**config.mk**
```make
export PLATFORM = sky130hd
export DESIGN_NAME = axi_wr_sched
export DESIGN_NICKNAME = d
export VERILOG_FILES = /design/src/rtl/axi_wr_sched.sv
export SDC_FILE = /design/constraint.sdc
export NUM_CORES = 1
export LEC_CHECK = 0
export ABC_AREA = 1
export CAP_MARGIN = 40
export CORE_AREA = 2 2 226 228
export CTS_BUF_LIST = sky130_fd_sc_hd__clkbuf_4 sky130_fd_sc_hd__clkbuf_8
export DETAILED_ROUTE_END_ITERATION = 10
export DIE_AREA = 0 0 228 230
export SETUP_SLACK_MARGIN = 0.4
export SLEW_MARGIN = 25
export SYNTH_ARGS = -nofsm -noshare
export SYNTH_HDL_FRONTEND = slang
export SYNTH_SLANG_ARGS = --single-unit
```
**constraint.sdc**
```tcl
create_clock -name clk_i -period 3.2 [get_ports clk_i]
set_input_delay 0.64 -clock clk_i [delete_from_list [all_inputs] [get_ports clk_i]]
set_output_delay 0.64 -clock clk_i [all_outputs]
set_load 0.01 [all_outputs]
```
**src/rtl/axi_wr_sched.sv**
```systemverilog
// Write-side AXI scheduler: round-robin AW arbitration across requesters,
// AW-ordered W steering, bounded number of outstanding write bursts.
module axi_wr_sched #(
  parameter int unsigned NumReq         = 3,
  parameter int unsigned AwWidth        = 64,
  parameter int unsigned WWidth         = 73,
  parameter int unsigned MaxOutstanding = 4,
  localparam int unsigned IdxW = (NumReq > 1) ? $clog2(NumReq) : 1,
  localparam int unsigned PtrW =
    (MaxOutstanding > 1) ? $clog2(MaxOutstanding) : 1,
  localparam int unsigned CntW = $clog2(MaxOutstanding + 1)
) (
  input  logic                      clk_i,
  input  logic                      rst_ni,
  input  logic [NumReq*AwWidth-1:0] req_aw_i,
  input  logic [NumReq-1:0]         req_aw_valid_i,
  output logic [NumReq-1:0]         req_aw_ready_o,
  input  logic [NumReq*WWidth-1:0]  req_w_i,
  input  logic [NumReq-1:0]         req_w_last_i,
  input  logic [NumReq-1:0]         req_w_valid_i,
  output logic [NumReq-1:0]         req_w_ready_o,
  output logic [AwWidth-1:0]        aw_o,
  output logic                      aw_valid_o,
  input  logic                      aw_ready_i,
  output logic [WWidth-1:0]         w_o,
  output logic                      w_last_o,
  output logic                      w_valid_o,
  input  logic                      w_ready_i,
  output logic [CntW-1:0]           outstanding_o,
  output logic                      busy_o
);

  logic [IdxW-1:0] r_rr;
  logic            r_lock;
  logic [IdxW-1:0] r_lock_idx;
  logic [IdxW-1:0] r_q [MaxOutstanding];
  logic [PtrW-1:0] r_rd;
  logic [PtrW-1:0] r_wr;
  logic [CntW-1:0] r_cnt;

  logic            w_scan_found;
  logic [IdxW-1:0] w_scan_idx;
  logic [IdxW-1:0] w_gnt_idx;
  logic            w_gnt_req;
  logic            w_full;
  logic            w_empty;
  logic [IdxW-1:0] w_head;
  logic            w_push;
  logic            w_pop;

  always_comb begin
    w_scan_found = 1'b0;
    w_scan_idx   = '0;
    for (int i = 0; i < int'(NumReq); i++) begin
      int k;
      k = (int'(r_rr) + i) % int'(NumReq);
      if (!w_scan_found && req_aw_valid_i[k]) begin
        w_scan_found = 1'b1;
        w_scan_idx   = IdxW'(k);
      end
    end
  end

  assign w_full  = (r_cnt == CntW'(MaxOutstanding));
  assign w_empty = (r_cnt == '0);

  // A locked grant keeps the AXI payload stable until the handshake
  assign w_gnt_idx = r_lock ? r_lock_idx : w_scan_idx;
  assign w_gnt_req = r_lock ? req_aw_valid_i[r_lock_idx] : w_scan_found;

  assign aw_valid_o = rst_ni & ~w_full & w_gnt_req;
  assign aw_o       = req_aw_i[int'(w_gnt_idx)*AwWidth +: AwWidth];
  assign w_push     = aw_valid_o & aw_ready_i;

  always_comb begin
    req_aw_ready_o = '0;
    if (aw_valid_o) req_aw_ready_o[w_gnt_idx] = aw_ready_i;
  end

  assign w_head    = r_q[r_rd];
  assign w_valid_o = ~w_empty & req_w_valid_i[w_head];
  assign w_last_o  = ~w_empty & req_w_last_i[w_head];
  assign w_o       = req_w_i[int'(w_head)*WWidth +: WWidth];
  assign w_pop     = w_valid_o & w_ready_i & w_last_o;

  always_comb begin
    req_w_ready_o = '0;
    if (!w_empty) req_w_ready_o[w_head] = w_ready_i;
  end

  always_ff @(posedge clk_i) begin
    if (!rst_ni) begin
      r_rr       <= '0;
      r_lock     <= 1'b0;
      r_lock_idx <= '0;
      r_rd       <= '0;
      r_wr       <= '0;
      r_cnt      <= '0;
    end else begin
      if (w_push) begin
        r_rr   <= (w_gnt_idx == IdxW'(NumReq - 1)) ? '0
                                                   : w_gnt_idx + 1'b1;
        r_lock <= 1'b0;
        r_wr   <= (r_wr == PtrW'(MaxOutstanding - 1)) ? '0
                                                      : r_wr + 1'b1;
      end else if (aw_valid_o) begin
        r_lock     <= 1'b1;
        r_lock_idx <= w_gnt_idx;
      end
      if (w_pop) begin
        r_rd <= (r_rd == PtrW'(MaxOutstanding - 1)) ? '0 : r_rd + 1'b1;
      end
      unique case ({w_push, w_pop})
        2'b10:   r_cnt <= r_cnt + 1'b1;
        2'b01:   r_cnt <= r_cnt - 1'b1;
        default: r_cnt <= r_cnt;
      endcase
    end
  end

  always_ff @(posedge clk_i) begin
    if (w_push) r_q[r_wr] <= w_gnt_idx;
  end

  assign outstanding_o = r_cnt;
  assign busy_o        = (r_cnt != '0) | aw_valid_o;

  a_aw_stable: assert property (@(posedge clk_i) disable iff (!rst_ni)
    aw_valid_o && !aw_ready_i |=> $stable(aw_o));
  a_aw_rdy_1h: assert property (@(posedge clk_i)
    $onehot0(req_aw_ready_o));
  a_w_rdy_1h: assert property (@(posedge clk_i)
    $onehot0(req_w_ready_o));
  a_no_empty_pop: assert property (@(posedge clk_i) disable iff (!rst_ni)
    w_pop |-> !w_empty);

endmodule
```
==> results.txt <==
* Outcome: finished with violations
- Violated checks: setup timing
- Wire length after detailed routing: between 50,000 and 60,000 µm
- Most used cells in the layout excluding fill and tap cells: sky130_fd_sc_hd__clkdlybuf4s50_1 (426), sky130_fd_sc_hd__nand2_1 (210), sky130_fd_sc_hd__nand3_1 (95), sky130_fd_sc_hd__buf_6 (81), sky130_fd_sc_hd__nand4_1 (70)
* Startpoint-to-endpoint class of the critical path: flop to primary output
- Setup repair after global routing could not meet its margin everywhere.
- Along the worst path, the maximum fanout reaches 7.
- Die Height: about 230 µm
- Dividing the synthesized area by the synthesized cell count gives between 5 and 6 µm².
- Number of buffers between clock root and the deepest sink: 2
- In this design, the largest share of critical-path delay is due to simple AND/OR/NAND/NOR gates.
- In the global route stage, met1 resource usage came out at 0.178.
* Number of buffer cells added on primary ports: ~570
- Area added between synthesis and finish: 216%
- Clock tree synthesis found a total of 22 sinks.
- In this run the tightest slew margin relative to its limit is 0.746.
- Post-layout utilization of the core: 0.266
* Element type at the critical path end: primary output
- Filler instances: ~5,400
- Setup violations remaining at the end of the flow were counted as 1.
- Post-detailed-route count of antenna-violating nets: 0
- Most frequently used flop master after synthesis: sky130_fd_sc_hd__dfxtp_1
- Cell leakage power: 5.74 nW
- Data on the critical path arrives at its endpoint at about 2.6 ns.
- Across the whole layout, storage elements account for about 540 µm².
* Number of core rows: just over 80
* First-pass GRT wire length: between 60,000 and 70,000 µm
- CTS placed an instance of sky130_fd_sc_hd__clkbuf_8 at the clock tree root.
- Sum of overflow across all layers after global routing: 0
- Once layout is done, the placed cells without fillers occupy 0.0133 mm².
- Most common library cell in the layout ignoring fill and taps: sky130_fd_sc_hd__clkdlybuf4s50_1
- At the later pin of the worst-skew pair, clock insertion delay measures about 0.26 ns.
* Syn. warnings: 0
* Wire length per cell after detailed routing: 25.3 µm
- The final number of max-transition violations was 0.
* Number of cells produced by synthesis: about 760
- After detailed routing, the number of vias per cell comes to between 4 and 5.
- Number of DRC markers in iteration 0: between 300 and 400
- Cell accounting for the most synthesized area: sky130_fd_sc_hd__nand2_1
- Final HPWL DP: 40,400 µm
- Register bit total from synthesis: 22
- Number of standard cells in the final layout excluding fillers: approximately 2,100
- Tmin final: between 3 and 4 ns
* Worst Path Required: approximately 2.6 ns
- In this run the count of I/O pins placed on the die edge is 574.
- Counting the buffers created by CTS gives 3.
* Final count of hold timing violations: 0
* Max-cap violations: 0
- For the pin with the worst max-slew slack, the measured transition is about 0.38 ns.
- In the global route stage, met2 resource usage came out at 0.372.
- Once routing completed, OpenROAD measured the worst setup slack at -0.00417 ns.
* Area of the mapped netlist: ~0.0042 mm²
- Number of global-route vias before repair: 9,140
- Overall power consumption after layout is estimated at ~6.3 mW.
- For this run, the slowest stage of the critical path takes ~0.37 ns.
- The first detailed-routing pass took 5 iterations.
* Startpoint class of the critical path: flop
- In this run the most used layer during global routing was met2.
- The detailed router placed about 9,000 vias in this run.
- After synthesis, the netlist uses 30 different library cells.
* Worst Path Buf+Inv: 7
- The die is 228 µm wide.
- Entering global routing, the biggest net connects 66 pins.
- The initial utilization of the core area, before any placement, comes to 0.0842.
- In this run the worst hold path is classified as flop to flop.
- Counting tap cells, the placed design contains a total of 1,993 instances.
* Worst supply voltage drop on vdd: ~0.28 mV
- Counting flops with a built-in enable in the synthesized netlist gives 8.
- In this run the power density over the cells is around 480 mW/mm².
- For met3 alone, demand over resource in global routing was 0.0279.
* DRC violations left: 0
* Total negative slack: -0.00417 ns
- Summing all multi-input logic gate instances after layout gives approximately 0.004 mm².
* Sequence of cells on the critical path: inv_2 -> ha_4 -> buf_4 -> nand3_1 -> nand2_4 -> buf_4 -> nand3_2 -> nand3_2 -> nand3_4 -> nand2_8 -> nor2_8 -> buf_6 -> buf_12 -> buf_16 -> nand2_2 -> nand3_4 -> buf_6
* Maximum clock frequency: ~310 MHz
- The final layout contains between 1,500 and 2,000 nets.
* Clock-pin slew reported for the worst setup and hold paths after clock tree synthesis: roughly 0.08 ns
- The region available for standard cell placement spans approximately 0.050 mm².
- Top area cells in the synthesized netlist: sky130_fd_sc_hd__nand2_1 (24%), sky130_fd_sc_hd__nand3_1 (19%), sky130_fd_sc_hd__a22oi_1 (11%)
- Dividing the final minimum period by the clock period gives 1.00.
- The congestion estimate from routability-driven global placement came to between 1 and 1.5.
* Number of levels in the clock H-tree: 1
- Of the post-synthesis cell area, the dominant cell type holds 0.239.
- Share of layout cells above drive strength 1: 0.326
- Clock tree from TritonCTS: yes
* Final Skew: between 0.004 and 0.005 ns
* Fraction of the yosys area taken by sequential cells: 0.124
* Post-synth net total: about 1,200
* Cell with the biggest individual delay on the critical path: sky130_fd_sc_hd__dfxtp_4
- The number of antenna violations at the first check in global routing is 21.
* GR Util All Layers: 0.184
- Total Die Area: roughly 0.052 mm²
* Placement Cell Area: between 0.01 and 0.015 mm²
- Post-synth ARST share: 0
## stage by stage
stage	setup slack [ns]	hold WS [ns]
6_report	-0.00417	0.507
5_1_grt	-0.105	0.546
4_1_cts	0.0340	0.509
3_5_place_dp	-0.662	0.482
3_3_place_gp	-0.609	0.462
2_1_floorplan	0.558	0.461
## flip-flops by register name, summed over array words and instances, names as in the netlist, named ones only
signal,cells
r_q,8
outstanding_o,3
r_lock_idx,2
r_rd,2
r_rr,2
r_wr,2
r_lock,1
## power breakdown
group	switching [mW]	internal (mW)	total, mW	leakage [nW]
logic	2.82	2.97	5.79	5.52
clock network	0.0875	0.110	0.197	0.0289
registers	0.0181	0.317	0.335	0.191
total	2.93	3.39	6.32	5.74
## worst min-delay path, stage by stage, from the launching register on
cell and delay, ns:
sky130_fd_sc_hd__dfxtp_1 0.32, sky130_fd_sc_hd__nor2_1 0.10, sky130_fd_sc_hd__nor2_1 0.06
## final cells by class
cell class / count / area share
Antenna cell: 16 / 0.00302
Timing Repair Buffer: 715 / 0.571
Inverter: 43 / 0.0144
Multi-Input combinational cell: 625 / 0.304
Sequential cell: 22 / 0.0404
Tap cell: 672 / 0.0635
Clock buffer: 4 / 0.00415
## path summary, 6_finish.rpt
| kind | start | to | slack [ns] | depth (start not counted) |
|---|---|---|---|---|
| worst max-delay path | r_rr[1] | aw_o[43] | -0.004 | 17 |
| worst min-delay path | r_rd[1] | flop | 0.51 | 2 |
| worst max register to register | flop | outstanding_o[2] | 0.41 | 20 |
| worst min register to register | r_rd[1] | flop | 0.51 | 2 |
## metal layers
metal | vias up | part of all wire | wire (µm)
li1 | 3965 | - | -
met1 | 4271 | 0.33 | 17600
met2 | 579 | 0.54 | 28900
met3 | 121 | 0.059 | 3130
met4 | 2 | 0.066 | 3480
met5 | - | 0.00019 | 10
## cell families after synthesis
group	count (synthesis)	share of synthesized area
AND/OR/NAND/NOR	531	0.583
adder cells (fa/ha/maj)	9	0.0286
AO/OA/AOI/OAI	84	0.137
flip-flops	22	0.124
buffers and inverters	109	0.127
## what timing repair did
action / in CTS / in global routing
resized for setup: 468 / 281
gates cloned: 14 / 12
setup endpoints to repair: 147 / 144
buffers inserted: 39 / 19
pin swaps: 37 / 59
hold buffers: 0 / 0
## synthesized netlist by cell type (2+ instances only)
cell,instances
sky130_fd_sc_hd__buf_4,4
sky130_fd_sc_hd__inv_1,40
sky130_fd_sc_hd__clkbuf_1,9
sky130_fd_sc_hd__a21oi_1,11
sky130_fd_sc_hd__edfxtp_1,8
sky130_fd_sc_hd__nor3_1,2
sky130_fd_sc_hd__nand4_1,70
sky130_fd_sc_hd__nor2_1,19
sky130_fd_sc_hd__buf_6,7
sky130_fd_sc_hd__nand2_1,267
sky130_fd_sc_hd__a22oi_1,61
sky130_fd_sc_hd__nand3_2,3
sky130_fd_sc_hd__nand2_2,3
sky130_fd_sc_hd__buf_2,46
sky130_fd_sc_hd__o21ai_0,10
sky130_fd_sc_hd__nand2_4,2
sky130_fd_sc_hd__inv_2,3
sky130_fd_sc_hd__dfxtp_1,14
sky130_fd_sc_hd__nand3_1,156
sky130_fd_sc_hd__nor2_2,3
sky130_fd_sc_hd__ha_1,8
(Power assumes the default switching activity.)
